<file path="src/rtl/decode_stage_if.sv">
// Handshake bundle between fetch, decode and execute.
// The decode stage is the slave; the fetch/execute side (or a bench) is the master.
interface decode_stage_if #(
  parameter int unsigned XLEN = 64
);
  logic            in_valid;
  logic            in_ready;
  logic [31:0]     in_instr;
  logic [XLEN-1:0] in_pc;
  logic            out_valid;
  logic            out_ready;
  logic [XLEN-1:0] out_pc;
  logic [4:0]      out_rd;
  logic [4:0]      out_rs1;
  logic [4:0]      out_rs2;
  logic [XLEN-1:0] out_imm;
  logic [10:0]     out_alu_op;
  logic [3:0]      out_instr_type;
  logic            out_reg_write;
  logic            out_mem_read;
  logic            out_mem_write;
  logic [1:0]      out_mem_size;
  logic            out_mem_unsigned;
  logic            out_branch;
  logic            out_jump;
  logic            out_illegal;

  modport master (
    output in_valid, in_instr, in_pc, out_ready,
    input  in_ready, out_valid, out_pc, out_rd, out_rs1, out_rs2, out_imm, out_alu_op,
           out_instr_type, out_reg_write, out_mem_read, out_mem_write, out_mem_size,
           out_mem_unsigned, out_branch, out_jump, out_illegal
  );

  modport slave (
    input  in_valid, in_instr, in_pc, out_ready,
    output in_ready, out_valid, out_pc, out_rd, out_rs1, out_rs2, out_imm, out_alu_op,
           out_instr_type, out_reg_write, out_mem_read, out_mem_write, out_mem_size,
           out_mem_unsigned, out_branch, out_jump, out_illegal
  );
endinterface

</file>
<file path="src/rtl/decode_stage.sv">
// RV32/RV64 I+M decode stage: combinational decode of the accepted word into a
// small output FIFO, with flush, consumed-entry counter and illegal detection.
module decode_stage #(
  parameter int unsigned XLEN     = 64,
  parameter bit          ENABLE_M = 1'b1,
  parameter int unsigned DEPTH    = 2,
  parameter int unsigned CNT_W    = 32
) (
  input  logic             clk,
  input  logic             reset,
  input  logic             flush,
  decode_stage_if.slave    bus,
  output logic [CNT_W-1:0] decode_count
);
  localparam logic [10:0] AluNothing = 11'd0,  AluAdd  = 11'd1,  AluSub   = 11'd2;
  localparam logic [10:0] AluSll     = 11'd3,  AluSlt  = 11'd4,  AluSltu  = 11'd5;
  localparam logic [10:0] AluXor     = 11'd6,  AluSrl  = 11'd7,  AluSra   = 11'd8;
  localparam logic [10:0] AluOr      = 11'd9,  AluAnd  = 11'd10, AluMul   = 11'd11;
  localparam logic [10:0] AluBeq     = 11'd19, AluBne  = 11'd20, AluBlt   = 11'd21;
  localparam logic [10:0] AluBge     = 11'd22, AluBltu = 11'd23, AluBgeu  = 11'd24;
  localparam logic [10:0] AluAddw    = 11'd25, AluSubw = 11'd26, AluSllw  = 11'd27;
  localparam logic [10:0] AluSrlw    = 11'd28, AluSraw = 11'd29, AluMulw  = 11'd30;
  localparam logic [10:0] AluDivw    = 11'd31, AluDivuw = 11'd32, AluRemw = 11'd33;
  localparam logic [10:0] AluRemuw   = 11'd34;

  localparam logic [3:0] TypeNone = 4'd0, TypeR = 4'd1, TypeI = 4'd2, TypeS = 4'd3;
  localparam logic [3:0] TypeSb   = 4'd4, TypeU = 4'd5, TypeUj = 4'd6;

  localparam bit          Rv64 = (XLEN == 64);
  localparam int unsigned PtrW = (DEPTH > 1) ? $clog2(DEPTH) : 1;
  localparam int unsigned OccW = $clog2(DEPTH + 1);

  typedef struct packed {
    logic [XLEN-1:0] pc;
    logic [4:0]      rd;
    logic [4:0]      rs1;
    logic [4:0]      rs2;
    logic [XLEN-1:0] imm;
    logic [10:0]     alu_op;
    logic [3:0]      instr_type;
    logic            reg_write;
    logic            mem_read;
    logic            mem_write;
    logic [1:0]      mem_size;
    logic            mem_unsigned;
    logic            branch;
    logic            jump;
    logic            illegal;
  } entry_t;

  function automatic logic [10:0] base_op(input logic [2:0] f);
    case (f)
      3'd0:    base_op = AluAdd;
      3'd1:    base_op = AluSll;
      3'd2:    base_op = AluSlt;
      3'd3:    base_op = AluSltu;
      3'd4:    base_op = AluXor;
      3'd5:    base_op = AluSrl;
      3'd6:    base_op = AluOr;
      default: base_op = AluAnd;
    endcase
  endfunction

  logic [31:0]     instr;
  logic [6:0]      opcode;
  logic [2:0]      f3;
  logic [6:0]      f7;
  logic [XLEN-1:0] imm_i, imm_s, imm_b, imm_u, imm_j;
  logic            bad;
  logic            writes;
  entry_t          dec;

  assign instr  = bus.in_instr;
  assign opcode = instr[6:0];
  assign f3     = instr[14:12];
  assign f7     = instr[31:25];
  assign imm_i  = XLEN'($signed(instr[31:20]));
  assign imm_s  = XLEN'($signed({instr[31:25], instr[11:7]}));
  assign imm_b  = XLEN'($signed({instr[31], instr[7], instr[30:25], instr[11:8], 1'b0}));
  assign imm_u  = XLEN'($signed({instr[31:12], 12'b0}));
  assign imm_j  = XLEN'($signed({instr[31], instr[19:12], instr[20], instr[30:21], 1'b0}));

  always_comb begin
    dec            = '0;
    bad            = 1'b0;
    writes         = 1'b0;
    dec.pc         = bus.in_pc;
    dec.rd         = instr[11:7];
    dec.rs1        = instr[19:15];
    dec.rs2        = instr[24:20];
    dec.instr_type = TypeNone;
    dec.alu_op     = AluNothing;
    case (opcode)
      7'b0110111, 7'b0010111: begin
        dec.instr_type = TypeU; dec.alu_op = AluAdd; dec.imm = imm_u; writes = 1'b1;
        dec.rs1 = '0; dec.rs2 = '0;
      end
      7'b1101111: begin
        dec.instr_type = TypeUj; dec.alu_op = AluAdd; dec.imm = imm_j; writes = 1'b1;
        dec.jump = 1'b1; dec.rs1 = '0; dec.rs2 = '0;
      end
      7'b1100111: begin
        dec.instr_type = TypeI; dec.alu_op = AluAdd; dec.imm = imm_i; writes = 1'b1;
        dec.jump = 1'b1; dec.rs2 = '0; bad = (f3 != 3'd0);
      end
      7'b1100011: begin
        dec.instr_type = TypeSb; dec.imm = imm_b; dec.branch = 1'b1; dec.rd = '0;
        case (f3)
          3'd0:    dec.alu_op = AluBeq;
          3'd1:    dec.alu_op = AluBne;
          3'd4:    dec.alu_op = AluBlt;
          3'd5:    dec.alu_op = AluBge;
          3'd6:    dec.alu_op = AluBltu;
          3'd7:    dec.alu_op = AluBgeu;
          default: bad = 1'b1;
        endcase
      end
      7'b0000011: begin
        dec.instr_type = TypeI; dec.alu_op = AluAdd; dec.imm = imm_i; writes = 1'b1;
        dec.mem_read = 1'b1; dec.mem_size = f3[1:0]; dec.mem_unsigned = f3[2]; dec.rs2 = '0;
        bad = (f3 == 3'd7) || (!Rv64 && (f3 == 3'd3 || f3 == 3'd6));
      end
      7'b0100011: begin
        dec.instr_type = TypeS; dec.alu_op = AluAdd; dec.imm = imm_s; dec.rd = '0;
        dec.mem_write = 1'b1; dec.mem_size = f3[1:0];
        bad = f3[2] || (!Rv64 && f3 == 3'd3);
      end
      7'b0010011: begin
        dec.instr_type = TypeI; dec.alu_op = base_op(f3); dec.imm = imm_i; writes = 1'b1;
        dec.rs2 = '0;
        if (f3 == 3'd1 || f3 == 3'd5) begin
          // Shift-immediates carry the raw shamt; bit 30 selects arithmetic right shift.
          dec.imm = XLEN'(instr[25:20]);
          if (f3 == 3'd5 && instr[30]) dec.alu_op = AluSra;
          bad = instr[31] || (instr[29:26] != 4'd0) || (instr[30] && f3 == 3'd1) ||
                (!Rv64 && instr[25]);
        end
        if (instr == 32'h0000_0013) dec.alu_op = AluNothing;
      end
      7'b0011011: begin
        dec.instr_type = TypeI; dec.imm = imm_i; writes = 1'b1; dec.rs2 = '0; bad = !Rv64;
        case (f3)
          3'd0: dec.alu_op = AluAddw;
          3'd1: begin
            dec.alu_op = AluSllw; dec.imm = XLEN'(instr[24:20]);
            if (f7 != 7'd0) bad = 1'b1;
          end
          3'd5: begin
            dec.alu_op = instr[30] ? AluSraw : AluSrlw; dec.imm = XLEN'(instr[24:20]);
            if (f7 != 7'd0 && f7 != 7'b0100000) bad = 1'b1;
          end
          default: bad = 1'b1;
        endcase
      end
      7'b0110011: begin
        dec.instr_type = TypeR; writes = 1'b1;
        case (f7)
          7'b0000000: dec.alu_op = base_op(f3);
          7'b0100000: begin
            if (f3 == 3'd0)      dec.alu_op = AluSub;
            else if (f3 == 3'd5) dec.alu_op = AluSra;
            else                 bad = 1'b1;
          end
          7'b0000001: begin
            dec.alu_op = AluMul + {8'd0, f3};
            bad = !ENABLE_M;
          end
          default: bad = 1'b1;
        endcase
      end
      7'b0111011: begin
        dec.instr_type = TypeR; writes = 1'b1; bad = !Rv64;
        case (f7)
          7'b0000000: begin
            if (f3 == 3'd0)      dec.alu_op = AluAddw;
            else if (f3 == 3'd1) dec.alu_op = AluSllw;
            else if (f3 == 3'd5) dec.alu_op = AluSrlw;
            else                 bad = 1'b1;
          end
          7'b0100000: begin
            if (f3 == 3'd0)      dec.alu_op = AluSubw;
            else if (f3 == 3'd5) dec.alu_op = AluSraw;
            else                 bad = 1'b1;
          end
          7'b0000001: begin
            if (!ENABLE_M) bad = 1'b1;
            case (f3)
              3'd0:    dec.alu_op = AluMulw;
              3'd4:    dec.alu_op = AluDivw;
              3'd5:    dec.alu_op = AluDivuw;
              3'd6:    dec.alu_op = AluRemw;
              3'd7:    dec.alu_op = AluRemuw;
              default: bad = 1'b1;
            endcase
          end
          default: bad = 1'b1;
        endcase
      end
      7'b0001111: begin
        dec.rd = '0; dec.rs1 = '0; dec.rs2 = '0; bad = (f3 != 3'd0);
      end
      7'b1110011: begin
        dec.rd = '0; dec.rs1 = '0; dec.rs2 = '0;
        bad = !(instr == 32'h0000_0073 || instr == 32'h0010_0073);
      end
      default: bad = 1'b1;
    endcase
    dec.reg_write = writes && (dec.rd != 5'd0);
    if (bad || instr[1:0] != 2'b11) begin
      dec            = '0;
      dec.pc         = bus.in_pc;
      dec.illegal    = 1'b1;
      dec.instr_type = TypeNone;
      dec.alu_op     = AluNothing;
    end
  end

  function automatic logic [PtrW-1:0] next_ptr(input logic [PtrW-1:0] p);
    next_ptr = (p == PtrW'(DEPTH - 1)) ? '0 : p + 1'b1;
  endfunction

  entry_t           mem_q [DEPTH];
  logic [PtrW-1:0]  rd_ptr_q, wr_ptr_q;
  logic [OccW-1:0]  occ_q;
  logic [CNT_W-1:0] count_q;
  logic             push, pop;
  entry_t           head;

  assign push = bus.in_valid && bus.in_ready;
  assign pop  = bus.out_valid && bus.out_ready;

  always_ff @(posedge clk) begin
    if (!reset) begin
      rd_ptr_q <= '0;
      wr_ptr_q <= '0;
      occ_q    <= '0;
      count_q  <= '0;
    end else begin
      // A pop in the flush cycle was seen by the consumer, so it still counts.
      if (pop) count_q <= count_q + 1'b1;
      if (flush) begin
        rd_ptr_q <= '0;
        wr_ptr_q <= '0;
        occ_q    <= '0;
      end else begin
        if (push) begin
          mem_q[wr_ptr_q] <= dec;
          wr_ptr_q        <= next_ptr(wr_ptr_q);
        end
        if (pop) rd_ptr_q <= next_ptr(rd_ptr_q);
        if (push && !pop)      occ_q <= occ_q + 1'b1;
        else if (pop && !push) occ_q <= occ_q - 1'b1;
      end
    end
  end

  assign head                 = (occ_q != '0) ? mem_q[rd_ptr_q] : '0;
  assign bus.in_ready         = (occ_q < OccW'(DEPTH));
  assign bus.out_valid        = (occ_q != '0);
  assign bus.out_pc           = head.pc;
  assign bus.out_rd           = head.rd;
  assign bus.out_rs1          = head.rs1;
  assign bus.out_rs2          = head.rs2;
  assign bus.out_imm          = head.imm;
  assign bus.out_alu_op       = head.alu_op;
  assign bus.out_instr_type   = head.instr_type;
  assign bus.out_reg_write    = head.reg_write;
  assign bus.out_mem_read     = head.mem_read;
  assign bus.out_mem_write    = head.mem_write;
  assign bus.out_mem_size     = head.mem_size;
  assign bus.out_mem_unsigned = head.mem_unsigned;
  assign bus.out_branch       = head.branch;
  assign bus.out_jump         = head.jump;
  assign bus.out_illegal      = head.illegal;
  assign decode_count         = count_q;
endmodule

</file>
<file path="src/flat_wrapper.sv">
// flat-port wrapper written by rule: the top's interface ports become plain ports
module decode_stage_flat 
#(
  parameter int unsigned XLEN     = 64,
  parameter bit          ENABLE_M = 1'b1,
  parameter int unsigned DEPTH    = 2,
  parameter int unsigned CNT_W    = 32
)
  (clk, reset, flush, decode_count, bus_in_valid, bus_in_instr, bus_in_pc, bus_out_ready, bus_in_ready, bus_out_valid, bus_out_pc, bus_out_rd, bus_out_rs1, bus_out_rs2, bus_out_imm, bus_out_alu_op, bus_out_instr_type, bus_out_reg_write, bus_out_mem_read, bus_out_mem_write, bus_out_mem_size, bus_out_mem_unsigned, bus_out_branch, bus_out_jump, bus_out_illegal);
  decode_stage_if #(.XLEN(XLEN)) bus_i ();
  input  logic clk;
  input  logic reset;
  input  logic flush;
  output logic [CNT_W-1:0] decode_count;
  input wire logic [$bits(bus_i.in_valid)-1:0] bus_in_valid;
  input wire logic [$bits(bus_i.in_instr)-1:0] bus_in_instr;
  input wire logic [$bits(bus_i.in_pc)-1:0] bus_in_pc;
  input wire logic [$bits(bus_i.out_ready)-1:0] bus_out_ready;
  output wire logic [$bits(bus_i.in_ready)-1:0] bus_in_ready;
  output wire logic [$bits(bus_i.out_valid)-1:0] bus_out_valid;
  output wire logic [$bits(bus_i.out_pc)-1:0] bus_out_pc;
  output wire logic [$bits(bus_i.out_rd)-1:0] bus_out_rd;
  output wire logic [$bits(bus_i.out_rs1)-1:0] bus_out_rs1;
  output wire logic [$bits(bus_i.out_rs2)-1:0] bus_out_rs2;
  output wire logic [$bits(bus_i.out_imm)-1:0] bus_out_imm;
  output wire logic [$bits(bus_i.out_alu_op)-1:0] bus_out_alu_op;
  output wire logic [$bits(bus_i.out_instr_type)-1:0] bus_out_instr_type;
  output wire logic [$bits(bus_i.out_reg_write)-1:0] bus_out_reg_write;
  output wire logic [$bits(bus_i.out_mem_read)-1:0] bus_out_mem_read;
  output wire logic [$bits(bus_i.out_mem_write)-1:0] bus_out_mem_write;
  output wire logic [$bits(bus_i.out_mem_size)-1:0] bus_out_mem_size;
  output wire logic [$bits(bus_i.out_mem_unsigned)-1:0] bus_out_mem_unsigned;
  output wire logic [$bits(bus_i.out_branch)-1:0] bus_out_branch;
  output wire logic [$bits(bus_i.out_jump)-1:0] bus_out_jump;
  output wire logic [$bits(bus_i.out_illegal)-1:0] bus_out_illegal;
  assign bus_i.in_valid = bus_in_valid;
  assign bus_i.in_instr = bus_in_instr;
  assign bus_i.in_pc = bus_in_pc;
  assign bus_i.out_ready = bus_out_ready;
  assign bus_in_ready = bus_i.in_ready;
  assign bus_out_valid = bus_i.out_valid;
  assign bus_out_pc = bus_i.out_pc;
  assign bus_out_rd = bus_i.out_rd;
  assign bus_out_rs1 = bus_i.out_rs1;
  assign bus_out_rs2 = bus_i.out_rs2;
  assign bus_out_imm = bus_i.out_imm;
  assign bus_out_alu_op = bus_i.out_alu_op;
  assign bus_out_instr_type = bus_i.out_instr_type;
  assign bus_out_reg_write = bus_i.out_reg_write;
  assign bus_out_mem_read = bus_i.out_mem_read;
  assign bus_out_mem_write = bus_i.out_mem_write;
  assign bus_out_mem_size = bus_i.out_mem_size;
  assign bus_out_mem_unsigned = bus_i.out_mem_unsigned;
  assign bus_out_branch = bus_i.out_branch;
  assign bus_out_jump = bus_i.out_jump;
  assign bus_out_illegal = bus_i.out_illegal;
  decode_stage #(.XLEN(XLEN), .ENABLE_M(ENABLE_M), .DEPTH(DEPTH), .CNT_W(CNT_W)) u_core (.clk(clk), .reset(reset), .flush(flush), .bus(bus_i), .decode_count(decode_count));
endmodule
</file>
<file path="config.mk">
export PLATFORM = sky130hd
export DESIGN_NAME = decode_stage_flat
export DESIGN_NICKNAME = d
export VERILOG_FILES = /design/src/rtl/decode_stage_if.sv /design/src/rtl/decode_stage.sv /design/src/flat_wrapper.sv
export SDC_FILE = /design/constraint.sdc
export NUM_CORES = 1
export LEC_CHECK = 0
export BUFFER_PORTS_ARGS = -buffer_cell sky130_fd_sc_hd__buf_2
export CORE_MARGIN = 2
export CORE_UTILIZATION = 34
export CTS_BUF_LIST = sky130_fd_sc_hd__clkbuf_4 sky130_fd_sc_hd__clkbuf_8 sky130_fd_sc_hd__clkbuf_16
export DETAILED_ROUTE_END_ITERATION = 8
export PLACE_DENSITY = 0.62
export SETUP_SLACK_MARGIN = 0.1
export SLEW_MARGIN = 20
export SYNTH_ARGS = -nofsm -noshare
export SYNTH_HDL_FRONTEND = slang
export SYNTH_SLANG_ARGS = --single-unit
</file>
<file path="constraint.sdc">
create_clock -name clk -period 15.7 [get_ports clk]
set_clock_uncertainty 0.05 [all_clocks]
set_input_delay 3.14 -clock clk [delete_from_list [all_inputs] [get_ports clk]]
set_output_delay 3.14 -clock clk [all_outputs]
set_load 0.01 [all_outputs]
</file>
==> flow_summary_export.csv <==
group,metric,value,unit
clocking,cts_root_buffer,"clkbuf_16",
global_route,grt_pass1_vias,8987,
synthesis,synth_top_area_cell,"edfxtp_1",
setup_path,slowest_stage,"buf_4",
global_route,grt_max_degree,76,
clocking,cts_resized,0,
power_and_ir_drop,ir_drop,0.0647,mV
global_route,grt_antenna_before_repair,1,
setup_path,end_kind,"primary output",
power_and_ir_drop,pwr_density_cell,113,nW/µm²
clocking,clk_pin_slew,50,ps
run_status,status,"finished, final reports clean",
synthesis,synthTopCellsByArea,"edfxtp_1 58%, mux2i_1 9.7%, nor2_1 5.6%",
power_and_ir_drop,power_leakage,0.00595,µW
route,wl,35700,µm
die,core-area,38600,µm²
clocking,clock_path_buffers,3,
min_path,hold_start,"u_core.rd_ptr_q",
synthesis,synthesis.area,13300,µm²
die,start_util,0.344,
min_path,holdCritPathClass,"reg -> reg",
setup_path,crit_fanout,59,
setup_path,worst_ep_arrival_time,3470,ps
route,ant_nets,0,
setup_path,r2r-start,"u_core.occ_q[1]",
cells_and_area,synthToLayoutAreaGrowth,21.6,%
route,vias_per_cell,4.97,
synthesis,yosysSeqAreaShare,0.638,
timing,hold_viol_final,0,
cells_and_area,nets,1441,
setup_path,reg2regPathDepth,3,
synthesis,syn_inst,1079,
clocking,ctsHoldBuffers,0,
synthesis,ys_warn_count,0,
die,fp-row-count,72,
place,dp_cells,1813,
cells_and_area,final_cell_area,16200,µm²
synthesis,synth_async_sr_flop_share,0,
synthesis,ys.flop_type,"edfxtp_1",
clocking,cts_max_level,2,
setup_path,cp.required,12510,ps
timing,slew_viol_final,0,
route,avgRoutedWirePerCell,19.0,µm
cells_and_area,drive_gt1_frac,0.277,
clocking,cts_setup_buffers,0,
timing,grt_setup_unrepaired,"no",
clocking,numClockSinks,295,
route,wl_met2,17400,µm
clocking,cts_buffers,35,
timing,fin_crit,6660,ps
timing,setup-violations-final,0,
place,port_buffers,295,
route,drcViolationCount,0,
place,gp_congestion,0.853,
setup_path,worstPathCellList,"buf_4 -> buf_4 -> mux2i_1 -> nor2_1 -> buf_2",
die,die_h,202,µm
cells_and_area,fill_cells,3595,
timing,relSlewSlack,0.288,
route,vias,9321,
synthesis,synth_seq_cells,295,
flow_run,drv_cap,0,
synthesis,synth.avg_cell_area,12.3,µm²
min_path,hold_path_depth,2,
setup_path,crit_top_cell,"buf_4",
route,dr.pass1.iters,6,
timing,clock.fmax,150,MHz
timing,tightest_slew,1070,ps
setup_path,rrSetupSlack,12650,ps
place,dpl_cell_area,15000,µm²
route,met3WireLength,2660,µm
cells_and_area,layout.cells.non_filler,1875,
setup_path,critPathKind,"reg -> out",
route,drt_iter0_markers,721,
setup_path,cp-start-kind,"flip-flop",
timing,finalSetupTns,0,ps
route,wl_met1,15000,µm
timing,worst_slack,9040,ps
route,top_layer,"met4",
clocking,clock_latency,520,ps
die,die_w,202,µm
place,post-place-ws,9480,ps
synthesis,yosys.area.top_type_share,0.582,
global_route,grt_pass1_wl,53000,µm
synthesis,synth_cell_types,62,
clocking,cts_tree,"built",
timing,post-route-period-util,0.424,
place,dp_hpwl,24500,µm
global_route,grt_use_total,0.169,
setup_path,r2r-end,"u_core.mem_q[1][153]",
die,die_area,40700,µm²
die,io_pins,302,
synthesis,synth_edf_count,258,
global_route,gr-total-overflow,0,
setup_path,cpPeakStageDelay,900,ps
-- cell usage after synthesis (3+ instances only) --
master and count:
a211oi_1 4, a21boi_0 9, a21oi_1 34, a22oi_1 5, a32oi_1 3, and2_1 22
and3_1 24, and4b_1 3, buf_1 12, buf_2 7, buf_4 38, clkbuf_1 35
dfxtp_1 37, edfxtp_1 258, ha_1 8, inv_1 14, mux2i_1 129, nand2_1 53
nand2b_1 6, nand3_1 18, nand4_1 11, nor2_1 198, nor2b_1 13, nor3_1 18
nor3b_1 5, nor4_1 6, o21a_1 5, o21ai_0 21, o22ai_1 6, o31a_1 3
or3_1 5, xnor2_1 17, xor2_1 15
-- per-stage QoR --
step | total power, µW | util | hold slack, ps
5_1_grt | 1890 | 0.419 | 514
2_1_floorplan | 982 | - | 422
3_3_place_gp | 1050 | 0.389 | 441
3_5_place_dp | 1050 | 0.389 | 443
6_report | 1820 | 0.419 | 448
4_1_cts | 1850 | 0.419 | 457
-- critical path, delay by kind of cell (launching register included) --
kind	cells	cell delay, ps
buf+inv	3	1870
flops	1	580
mux	1	270
simple gates	1	80
-- final cells by class --
| class | count | area [µm²] | share of cell area |
|---|---|---|---|
| Multi-Input combinational cell | 681 | 4290 | 0.265 |
| Clock buffer | 46 | 1010 | 0.0625 |
| Sequential cell | 295 | 8490 | 0.525 |
| Timing Repair Buffer | 305 | 1550 | 0.0958 |
| Tap cell | 518 | 648 | 0.0400 |
| Clock inverter | 15 | 140 | 0.00866 |
| Inverter | 14 | 52.6 | 0.00325 |
| Antenna cell | 1 | 2.50 | 0.000155 |
-- layer usage --
| layer | vias to the layer above | track usage |
|---|---|---|
| li1 | 4374 | - |
| met1 | 4566 | 0.218 |
| met2 | 333 | 0.283 |
| met3 | 48 | 0.0403 |
| met4 | 0 | 0.0530 |
| met5 | - | 0 |
-- kinds of logic (layout without fill, tap and decap cells) --
logic type,count (synthesis),count (layout),share of synthesized area
multiplexers,129,129,0.0970
XOR/XNOR,32,32,0.0211
AO/OA/AOI/OAI,108,108,0.0514
AND/OR/NAND/NOR,398,398,0.142
other,1,7,0.000282
adder cells (fa/ha/maj),8,8,0.00752
flip-flops,295,295,0.638
buffers and inverters,108,380,0.0430
-- worst max-delay path by stage --
stage | slack [ps] | endpoint | startpoint | cells past startpoint
6_report | 9040 | bus_out_pc[53] | flip-flop | 5
4_1_cts | 8940 | bus_out_imm[30] | flip-flop | 5
2_1_floorplan | 2090 | u_core.mem_q[0][0] | flush | 2
3_5_place_dp | 9480 | u_core.mem_q[0][29] | reset | 5
3_3_place_gp | 9520 | u_core.mem_q[0][29] | reset | 5
5_1_grt | 8840 | bus_out_pc[53] | flip-flop | 5
-- placed cells by master (no fill, tap or decap), types with 22 or more instances in the layout --
cell type	n
nor2_1	196
buf_2	295
dfxtp_1	36
and3_1	24
nand2_1	53
clkbuf_16	37
a21oi_1	34
mux2i_1	129
and2_1	22
edfxtp_1	258
-- power by group --
part / total (µW) / switching (µW) / internal [µW]
sequential: 869 / 5.04 / 864
combinational: 159 / 105 / 54.2
clock: 794 / 306 / 488
-- sequential cells by signal, indices dropped and copies added, names as in the netlist, named ones only --
| register | cells |
|---|---|
| u_core.mem_q | 258 |
| u_core.decode_count | 32 |
| u_core.occ_q | 2 |
| u_core.rd_ptr_q | 1 |
| u_core.wr_ptr_q | 1 |
Note: power is estimated with default switching activity, not from simulation.
